## src/rtl/dca_matrix_row_buffer.sv

```systemverilog
// dca_matrix_row_buffer
// Captures up to MATRIX_NUM_ROW tensor rows from the LSU load-row stream and
// replays them, optionally transposed, on the store-row stream.
// Ports:
//   clk, rstnn                  clock, asynchronous active-low reset
//   clear                       synchronous abort back to IDLE
//   transpose                   replay mode, latched on the first row of a tile
//   load_tensor_row_w*          load-row handshake (valid/last/data in, ready out)
//   store_tensor_row_r*         store-row handshake (valid/last/data out, ready in)
//   num_rows                    rows captured in the current tile
//   busy                        block is not IDLE
//   overflow                    sticky: capacity reached without wlast
module dca_matrix_row_buffer #(
    parameter int unsigned BW_TENSOR_SCALAR = 33,
    parameter int unsigned MATRIX_NUM_COL   = 4,
    parameter int unsigned MATRIX_NUM_ROW   = 4,
    localparam int unsigned RW       = BW_TENSOR_SCALAR * MATRIX_NUM_COL,
    localparam int unsigned BW_COUNT = $clog2(MATRIX_NUM_ROW + 1)
) (
    input  logic                clk,
    input  logic                rstnn,
    input  logic                clear,
    input  logic                transpose,
    input  logic                load_tensor_row_wvalid,
    input  logic                load_tensor_row_wlast,
    input  logic [RW-1:0]       load_tensor_row_wdata,
    output logic                load_tensor_row_wready,
    output logic                store_tensor_row_rvalid,
    output logic                store_tensor_row_rlast,
    input  logic                store_tensor_row_rready,
    output logic [RW-1:0]       store_tensor_row_rdata,
    output logic [BW_COUNT-1:0] num_rows,
    output logic                busy,
    output logic                overflow
);

    localparam int unsigned MAX_DIM   = (MATRIX_NUM_COL > MATRIX_NUM_ROW) ? MATRIX_NUM_COL : MATRIX_NUM_ROW;
    localparam int unsigned RPTR_W    = $clog2(MAX_DIM + 1);
    localparam int unsigned ROW_IDX_W = (MATRIX_NUM_ROW > 1) ? $clog2(MATRIX_NUM_ROW) : 1;
    localparam int unsigned COL_IDX_W = (MATRIX_NUM_COL > 1) ? $clog2(MATRIX_NUM_COL) : 1;

    typedef enum logic [1:0] {
        S_IDLE,
        S_FILL,
        S_FULL,
        S_DRAIN
    } state_t;

    state_t                      state_q, state_d;
    logic [BW_COUNT-1:0]         num_rows_q;   // also serves as the write pointer
    logic [RPTR_W-1:0]           rptr_q;
    logic                        tr_q;
    logic                        overflow_q;
    logic [BW_TENSOR_SCALAR-1:0] mem [MATRIX_NUM_ROW][MATRIX_NUM_COL];

    logic                load_fire;
    logic                store_fire;
    logic [BW_COUNT-1:0] rows_next;
    logic                cap_hit;
    logic [RPTR_W-1:0]   replay_len;
    logic [ROW_IDX_W-1:0] wr_idx;
    logic [ROW_IDX_W-1:0] rd_row;
    logic [COL_IDX_W-1:0] rd_col;

    // Handshake decode straight from the state register
    assign load_tensor_row_wready  = (state_q == S_IDLE) || (state_q == S_FILL);
    assign store_tensor_row_rvalid = (state_q == S_DRAIN);
    assign busy                    = (state_q != S_IDLE);
    assign num_rows                = num_rows_q;
    assign overflow                = overflow_q;

    assign load_fire  = load_tensor_row_wvalid && load_tensor_row_wready;
    assign store_fire = store_tensor_row_rvalid && store_tensor_row_rready;
    assign rows_next  = num_rows_q + BW_COUNT'(1);
    assign cap_hit    = (rows_next == BW_COUNT'(MATRIX_NUM_ROW));

    // Transposed replay always emits one row per column
    assign replay_len = tr_q ? RPTR_W'(MATRIX_NUM_COL) : RPTR_W'(num_rows_q);
    assign store_tensor_row_rlast = store_tensor_row_rvalid && (rptr_q == replay_len - RPTR_W'(1));

    assign wr_idx = num_rows_q[ROW_IDX_W-1:0];
    assign rd_row = rptr_q[ROW_IDX_W-1:0];
    assign rd_col = rptr_q[COL_IDX_W-1:0];

    // State register
    always_ff @(posedge clk or negedge rstnn) begin
        if (!rstnn) state_q <= S_IDLE;
        else        state_q <= state_d;
    end

    // Next-state logic
    always_comb begin
        state_d = state_q;
        if (clear) begin
            state_d = S_IDLE;
        end else begin
            case (state_q)
                S_IDLE, S_FILL: begin
                    if (load_fire) begin
                        if (load_tensor_row_wlast || cap_hit) state_d = S_FULL;
                        else                                  state_d = S_FILL;
                    end
                end
                S_FULL:  state_d = S_DRAIN;
                S_DRAIN: if (store_fire && store_tensor_row_rlast) state_d = S_IDLE;
                default: state_d = S_IDLE;
            endcase
        end
    end

    // Counters, transpose latch and sticky overflow
    always_ff @(posedge clk or negedge rstnn) begin
        if (!rstnn) begin
            num_rows_q <= '0;
            rptr_q     <= '0;
            tr_q       <= 1'b0;
            overflow_q <= 1'b0;
        end else if (clear) begin
            num_rows_q <= '0;
            rptr_q     <= '0;
            tr_q       <= 1'b0;
            overflow_q <= 1'b0;
        end else begin
            case (state_q)
                S_IDLE, S_FILL: begin
                    if (load_fire) begin
                        num_rows_q <= rows_next;
                        if (state_q == S_IDLE) tr_q <= transpose;
                        if (cap_hit && !load_tensor_row_wlast) overflow_q <= 1'b1;
                    end
                end
                S_FULL: rptr_q <= '0;
                S_DRAIN: begin
                    if (store_fire) begin
                        rptr_q <= rptr_q + RPTR_W'(1);
                        if (store_tensor_row_rlast) begin
                            num_rows_q <= '0;
                            rptr_q     <= '0;
                        end
                    end
                end
                default: ;
            endcase
        end
    end

    // Row storage; deliberately not reset or cleared between tiles
    always_ff @(posedge clk) begin
        if (load_fire && !clear) begin
            for (int c = 0; c < int'(MATRIX_NUM_COL); c++) begin
                mem[wr_idx][c] <= load_tensor_row_wdata[c*BW_TENSOR_SCALAR +: BW_TENSOR_SCALAR];
            end
        end
    end

    // Replay data: row-major or column-major, zero outside DRAIN
    always_comb begin
        store_tensor_row_rdata = '0;
        if (state_q == S_DRAIN) begin
            for (int c = 0; c < int'(MATRIX_NUM_COL); c++) begin
                if (!tr_q) begin
                    store_tensor_row_rdata[c*BW_TENSOR_SCALAR +: BW_TENSOR_SCALAR] = mem[rd_row][c];
                end else if ((c < int'(MATRIX_NUM_ROW)) && (BW_COUNT'(c) < num_rows_q)) begin
                    // uncaptured rows may hold a previous tile, so mask them
                    store_tensor_row_rdata[c*BW_TENSOR_SCALAR +: BW_TENSOR_SCALAR] = mem[c][rd_col];
                end
            end
        end
    end

endmodule

```

## config.mk

```make
export PLATFORM = sky130hd
export DESIGN_NAME = dca_matrix_row_buffer
export DESIGN_NICKNAME = d
export VERILOG_FILES = /design/src/rtl/dca_matrix_row_buffer.sv
export SDC_FILE = /design/constraint.sdc
export NUM_CORES = 1
export LEC_CHECK = 0
export ABC_AREA = 1
export CAP_MARGIN = 0
export CORE_ASPECT_RATIO = 0.6
export CORE_MARGIN = 4
export CORE_UTILIZATION = 40
export CTS_BUF_LIST = sky130_fd_sc_hd__clkbuf_8
export CTS_CLUSTER_SIZE = 16
export DETAILED_ROUTE_END_ITERATION = 8
export GPL_TIMING_DRIVEN = 0
export SYNTH_ARGS = -nofsm -noshare
export SYNTH_HDL_FRONTEND = slang
export SYNTH_SLANG_ARGS = --single-unit
```

## constraint.sdc

```tcl
create_clock -name clk -period 9.3 [get_ports clk]
set_input_delay 2.325 -clock clk [delete_from_list [all_inputs] [get_ports clk]]
set_output_delay 2.325 -clock clk [all_outputs]
set_load 0.01 [all_outputs]
```

# Word level (Yosys, flattened, before mapping)
# Memories as Yosys holds them, arrays and structs flattened.
# Index checks and enable logic that the tools add are counted.
# W data, S select, Z words.
# word_totals
ff_bits,10
output_inout_bits,140
ramBits,528
inputBits,139
n_memories,1
romBits,0
latch_bits,0
# mem_list
memory,depth,width,rd,rd_clocked_by_memory_dff,wr,line,text
mem,4,132,5,0,1,54,logic [BW_TENSOR_SCALAR-1:0] mem [MATRIX_NUM_ROW][MATRIX_NUM_COL];
# op_classes
add_sub_neg,3
mul,0
n_div,0
n_mux,46
bitwise_logic,1
reduce_logical,24
shifts,0
order_cmp,5
eq_ne,9
# ops
cell,n
$mux W33,16
$bmux W33 S2,4
$mux W132,1
$mux W3,8
$pmux W3 S2,2
$mux W1,10
$reduce_bool A2 Y1,5
$ne A3 B2 Y1 const B,3
$mux W2,4
$add A3 B1 Y3 const B,2
$logic_and A1 B1 Y1,6
$lt A1 B3 Y1 const A,2
$lt A2 B3 Y1 const A,2
$pmux W2 S3,1
$reduce_and A3 Y1,2
$reduce_bool A3 Y1,2
$eq A2 B2 Y1 const B,2
$reduce_and A2 Y1,2
$reduce_and A4 Y1,1
$eq A3 B3 Y1,1
$eq A3 B3 Y1 const B,1
$ge A3 B3 Y1 const B,1
$ne A3 B3 Y1 const B,1
$not A2 Y3,1
6 further kinds,8

# Depth between registers and ports, before layout
# Gate-level depths: netlist of the first run.
# depth
depth_word,8
depth_mapped,15

# Worst setup path after synthesis of the first run
# No wires, ideal clock.
# synth_path
path_kind,input to register
startpoint,in load_tensor_row_wvalid
endpoint,mem mem[0][0] (netlist name) (enable)
slack_ns,0.610
cell_stages,4
path_buffers,0
arrival_time_ns,8.065
cell_sequence,nand2_1 -> nor2_1 -> inv_1 -> nor2_1
# synth_via
elab_chain_cells,4
# synth_lines
element,line,text
start: declaration,24,"input logic load_tensor_row_wvalid,"
$logic_and A1 B1 Y1,72,assign load_fire = load_tensor_row_wvalid && load_tensor_row_wready;
$logic_and A1 B1 Y1,149,if (load_fire && !clear) begin
$mux W1,149,
$mux W1 (implied by the code),151,mem[wr_idx][c] <= load_tensor_row_wdata[c*BW_TENSOR_SCALAR +: BW_TENSOR_SCALAR];
end: declaration,54,
# Every way passes these cells.

# Worst setup path after layout of the first run
# layout_path
startpoint,reg tr_q
endpoint,out store_tensor_row_rlast
# layout_via
elab_chain_cells,4
# layout_lines
element,line,text
start: declaration,52,logic tr_q;
start signal: assignment,128,if (state_q == S_IDLE) tr_q <= transpose;
$mux W3,78,assign replay_len = tr_q ? RPTR_W'(MATRIX_NUM_COL) : RPTR_W'(num_rows_q);
$sub A3 B1 Y3,79,assign store_tensor_row_rlast = store_tensor_row_rvalid && (rptr_q == replay_len - RPTR_W'(1));
$eq A3 B3 Y1,79,
$logic_and A1 B1 Y1,79,
end: declaration,29,"output logic store_tensor_row_rlast,"
# Every way passes these cells.

==> impl_metrics.json, run 1 <==
{
  "grt_max_degree": 31,
  "synth_most_common_cell": "nand2_1",
  "ys.flop_type": "edfxtp_1",
  "drc": 0,
  "wl_um": 124000,
  "ff_latch_area_um2": 16100,
  "slew_headroom_pct": 12.8,
  "die_area_um2": 68100,
  "gr-usage-all-layers_pct": 35.7,
  "antenna_left": 0,
  "viasPerCell": 6.11,
  "syn-cell-area_um2": 25500,
  "ys_ff_latch": 538,
  "multi_input_area_um2": 7990,
  "maxSlewViolCount": 0,
  "dpl-instance-area_um2": 29800,
  "dp_slack_ns": 3.09,
  "clock_latency_ns": 0.72,
  "syn-instance-count": 2531,
  "crit_path_end_kind": "output pin",
  "hold_path_class": "reg -> reg",
  "fin_crit_sh_pct": 78.4,
  "postCtsSetupBuffers": 0,
  "synth_area_leaders": "edfxtp_1 62%, nand2_1 8.5%, o21ai_0 5.3%",
  "area_delta_synth_final_pct": 22.5,
  "dpl.hpwl_um": 91300,
  "r2r-end": "num_rows[2]$_DFFE_PN0P_",
  "timing.rr.start": "tr_q$_DFFE_PN0P_",
  "rrSetupSlack_ns": 5.39,
  "cts_tree": "yes",
  "synth_nets": 2677,
  "htreeDepth": 3,
  "fin_worst_skew_ns": 0.0277,
  "final_area_um2": 31300,
  "yosysWarnings": 0,
  "clk_pin_slew_ns": 0.06,
  "dieWidth_um": 334,
  "r2r_cells": 12,
  "globalRoute.totalOverflow": 0,
  "p_total_mw": 5.72,
  "clock-sinks": 538,
  "yosysSeqAreaShare_pct": 63.1,
  "antenna_found_initial": 2,
  "ir_drop_mv": 0.102,
  "min-delay-start": "overflow$_DFFE_PN0P_",
  "drive_above_1_share_pct": 10.0,
  "cts_hold_buf": 0,
  "vias": 23300,
  "fmax_mhz": 137,
  "num-fill-cells": 5810,
  "status": "complete, no violations",
  "initial_core_util_pct": 40.6,
  "coreArea_um2": 62900,
  "drt_pass1_iterations": 6,
  "max_cap_violations": 0,
  "grt_first_pass_wirelength_um": 168000,
  "worstSetupPathType": "reg -> out",
  "synthArstFlopShare_pct": 1.86,
  "ctsResizeCount": 0,
  "finalSetupViolCount": 0,
  "cts_max_path_buffers": 3,
  "critPathArrivalTime_ns": 4.97,
  "nets": 3062,
  "fin_ws_ns": 2.01,
  "routabilityCongestion": 1.02,
  "synth_edf_count": 528,
  "critPathLaunchType": "flop",
  "numCtsBuffers": 84,
  "io_pins": 279,
  "cp_max_fo": 10,
  "fin_crit_ns": 7.29,
  "min_path_cells": 2,
  "cts_root_buf": "clkbuf_8",
  "die_h_um": 204,
  "power.density_nw_per_um2": 183,
  "ys_types": 34,
  "min_to": "overflow$_DFFE_PN0P_",
  "required_ns": 6.98,
  "synthTopCellsByCount": "575 x nand2_1, 528 x edfxtp_1, 273 x o21ai_0, 242 x a21oi_1, 178 x nor2_1",
  "rsz0062_at_grt": "false",
  "drtIter0Drc": 3771,
  "portBuffers": 278,
  "p_leak_nw": 11.5,
  "syn_area_per_cell_um2": 10.1,
  "tightest_slew_ns": 1.31,
  "row_count": 71,
  "synth_top_area_cell": "edfxtp_1",
  "drt-wirelength-per-cell_um": 32.6,
  "synth_top_area_share_pct": 62.1,
  "hold_viol_final": 0,
  "grt_pass1_vias": 22200
}
==> placed cells by master, fill, tap and decap left out, drive strengths merged, types with 7 or more instances in the layout <==
master	n
clkdlybuf4s50	278
o211a	34
dfrtp	10
o31ai	26
nor2	181
edfxtp	528
o211ai	25
clkbuf	146
o21ai	283
a211oi	30
a21oi	242
a31oi	21
nand3	159
buf	145
or2	37
nor3	35
nand2	579
ha	7
clkinv	22
inv	177
==> worst max-delay path by stage <==
stage | startpoint | end | cells past startpoint
3_3_place_gp | load_tensor_row_wvalid | mem[3][93]$_DFFE_PP_ | 5
3_5_place_dp | tr_q$_DFFE_PN0P_ | store_tensor_row_rlast | 10
5_1_grt | tr_q$_DFFE_PN0P_ | store_tensor_row_rlast | 10
4_1_cts | tr_q$_DFFE_PN0P_ | store_tensor_row_rlast | 10
2_1_floorplan | load_tensor_row_wvalid | mem[0][0]$_DFFE_PP_ | 4
6_report | tr_q$_DFFE_PN0P_ | store_tensor_row_rlast | 10
==> routing by layer <==
layer  routed length (um)  global-route usage, %  part of all wire, %  vias to the layer above
met2                49400                   49.3                   40                     1982
met4                 8180                   20.5                  6.6                        0
met3                17600                   11.2                   14                      329
li1                     -                      -                    -                     9698
met1                49200                   49.6                   40                    11300
met5                    0                      0                    0                        -
==> logic make-up (layout without fill, tap and decap cells) <==
kind of cell | count (synthesis) | after routing | synth area share, %
AOI/OAI and AO/OA | 662 | 662 | 14.7
xor gates and xnor gates | 1 | 1 | 0.0343
adders and majority gates | 7 | 7 | 0.343
buffers and inverters | 328 | 772 | 5.79
DFF | 538 | 538 | 63.1
other | 0 | 1 | 0
and+or+nand+nor | 995 | 995 | 16.1
==> through the flow <==
step / util (%) / hold WS, ns / instances / setup TNS [ns]
after floorplan: - / 0.474 / 2531 / 0
after global placement: 46.7 / 0.486 / 3648 / -2640.61
after detailed placement: 47.4 / 0.492 / 3669 / 0
after CTS: 49.8 / 0.506 / 3814 / 0
after global routing: 49.8 / 0.525 / 3814 / 0
final: 49.8 / 0.503 / 3815 / 0
==> flip-flops by register name, summed over array words and instances (netlist names) <==
signal    cells
mem         528
num_rows      3
rptr_q        3
state_q       2
overflow      1
tr_q          1
==> final cells by class <==
| class | instances | share of cell area, % |
|---|---|---|
| multi-input cells | 1665 | 25.5 |
| clock inverters | 61 | 0.987 |
| clock buffers | 84 | 3.69 |
| flip-flops and latches | 538 | 51.5 |
| repair buffers | 299 | 10.3 |
| plain buffers | 186 | 3.01 |
| well taps | 839 | 3.35 |
| diodes | 1 | 0.00800 |
| inverters | 142 | 1.71 |
==> worst max-delay path, cell delays in order, from the launching register on <==
cell	delay, ns
dfrtp_1	0.44
inv_2	0.24
clkbuf_1	1.00
clkbuf_1	0.81
nand2_1	0.12
ha_1	0.34
xnor2_1	0.13
nor2_1	0.10
nand2_1	0.14
nor2_1	0.30
clkdlybuf4s50_1	0.62
==> report_power, final <==
part,total (mW),internal (mW),switching (mW)
logic,1.06,0.309,0.747
clock network,1.88,0.875,1.01
registers,2.79,2.75,0.0329
Power figures use the tool's default switching activity.
==> inputs of run 2 (changes only) <==
- clock period: 9.3 -> 7.4 ns (I/O delays scaled with it)
==> run 2 against run 1 <==
Combinational power rose by 25%; clock power rose by 32%; critical path depth did not move; sequential power rose by 25%; routed wire length rose by 1.6%; die area did not move; total power rose by 28%; critical path type unchanged.
==> impl_metrics.json, run 2 (synthesis results as in run 1) <==
{
  "final_cell_mix": "575 x nand2_1, 528 x edfxtp_1, 278 x clkdlybuf4s50_1",
  "cts_root_buf": "clkbuf_8",
  "grt_max_degree": 30,
  "final_common_cell": "nand2_1",
  "clk_pin_slew_ns": 0.06,
  "htreeDepth": 3,
  "swShare_pct": 31.2,
  "hold_path_class": "reg -> reg",
  "nets": 3065,
  "postCtsSetupBuffers": 0,
  "antenna_left": 0,
  "wl_um": 126000,
  "fin_crit_ns": 6.55,
  "drtIter0Drc": 3787,
  "r2r_cells": 12,
  "p_comb_share_pct": 18.2,
  "ir_drop_mv": 0.124,
  "ctsResizeCount": 0,
  "p_leak_nw": 11.5,
  "worstSetupPathType": "reg -> out",
  "cts_tree": "yes",
  "fin_ws_ns": 0.853,
  "critical-path-max-stage-delay_ns": 0.83,
  "antenna_found_initial": 5,
  "die_area_um2": 68100,
  "drc": 0,
  "p_total_mw": 7.32,
  "fin_cells": 3829,
  "dpl-instance-area_um2": 29900,
  "slowest_stage": "clkbuf_1",
  "worstPathCellList": "inv_2, clkbuf_1, clkbuf_1, nand2_1, ha_1, xnor2_1, nor2_1, nand2_1, nor2_1, clkdlybuf4s50_1",
  "io_pins": 279,
  "slew_headroom_pct": 16.1,
  "dp_cells": 3670,
  "power.density_nw_per_um2": 233,
  "vias": 23200,
  "clock_latency_ns": 0.74,
  "globalRoute.totalOverflow": 0,
  "fmax_mhz": 153,
  "seqPwrFrac_pct": 47.9,
  "switching_power_mw": 2.28,
  "rsz0062_at_grt": "false",
  "numCtsBuffers": 86,
  "viasPerCell": 6.05,
  "hold_viol_final": 0,
  "initial_core_util_pct": 40.6,
  "portBuffers": 278,
  "largest-register": "mem",
  "num-fill-cells": 5756,
  "drt_pass1_iterations": 7,
  "intPower_mw": 5.04,
  "critPathArrivalTime_ns": 4.70,
  "finalSetupViolCount": 0,
  "status": "complete, no violations",
  "cts_hold_buf": 0,
  "grt_first_pass_wirelength_um": 171000,
  "clock-sinks": 538,
  "largest_reg_flops": 528,
  "fin_worst_skew_ns": 0.0307,
  "critPathLaunchType": "flop",
  "dieWidth_um": 334,
  "coreArea_um2": 62900,
  "gr-usage-all-layers_pct": 36.3,
  "final_area_um2": 31400,
  "fin_crit_sh_pct": 88.5,
  "routabilityCongestion": 1.01,
  "row_count": 71,
  "max_cap_violations": 0,
  "drt-wirelength-per-cell_um": 33.0,
  "clkPwrFrac_pct": 33.9,
  "grt_pass1_vias": 22200,
  "min_path_cells": 2,
  "drive_above_1_share_pct": 10.1,
  "rrSetupSlack_ns": 3.69,
  "cts_max_path_buffers": 3,
  "dpl.hpwl_um": 92500,
  "tightest_slew_ns": 1.26,
  "maxSlewViolCount": 0,
  "dp_slack_ns": 1.79,
  "required_ns": 5.55,
  "crit_path_end_kind": "output pin",
  "area_delta_synth_final_pct": 23.1,
  "die_h_um": 204,
  "cp_max_fo": 10,
  "fin_tns_setup_ns": 0
}
==> run 2: cell types whose count changed in the layout (fill, tap and decap cells not counted), sizes merged <==
cell,delta
clkinv,+8
clkbuf,+4
bufinv,+1
buf,+1
==> run 2: final cells by class <==
| type | count | area (um^2) | area share, % |
|---|---|---|---|
| sequential | 538 | 16100 | 51.2 |
| multi-input combinational | 1665 | 7990 | 25.4 |
| timing repair buffer | 300 | 3250 | 10.3 |
| clock buffer | 88 | 1210 | 3.85 |
| tap | 839 | 1050 | 3.34 |
| buffer | 186 | 943 | 3.00 |
| inverter | 142 | 536 | 1.70 |
| clock inverter | 70 | 362 | 1.15 |
| antenna | 1 | 2.50 | 0.00796 |
==> run 2: power groups by stage <==
stage          Combinational (mW)  Clock (mW)  Sequential [mW]
6_report                     1.33        2.48             3.50
5_1_grt                      1.37        2.63             3.51
4_1_cts                      1.28        2.49             3.50
3_5_place_dp                 1.27           0             3.56
3_3_place_gp                 1.24           0             3.60
2_1_floorplan               0.562           0             3.57
==> run 2: final timing paths <==
check | startpoint | end
min in group asynchronous | rstnn | tr_q$_DFFE_PN0P_
min | overflow$_DFFE_PN0P_ | overflow$_DFFE_PN0P_
min reg2reg | overflow$_DFFE_PN0P_ | overflow$_DFFE_PN0P_
max | tr_q$_DFFE_PN0P_ | store_tensor_row_rlast
max in group asynchronous | rstnn | rptr_q[2]$_DFFE_PN0P_
max reg2reg | tr_q$_DFFE_PN0P_ | num_rows[2]$_DFFE_PN0P_
==> run 2: metrics by stage <==
stage / hold WS (ns) / utilization (%)
final: 0.507 / 50.0
after global routing: 0.542 / 50.0
after CTS: 0.511 / 50.0
after detailed placement: 0.498 / 47.5
after global placement: 0.479 / 46.7
after floorplan: 0.474 / -
==> run 2: worst max-delay path: cells and delay by family, from the launching register on <==
kind	cells	cell delay, ns
xor+xnor	1	0.13
flops	1	0.44
buf+inv	4	2.41
fa+ha+maj	1	0.35
simple gates	4	0.62
==> run 2: layer usage <==
metal	global-route usage, %	vias to the layer above	part of all wire (%)
met5	0	-	0
li1	-	9707	-
met1	50.0	11200	39
met4	20.2	0	6.2
met3	10.9	314	14
met2	51.1	1937	41
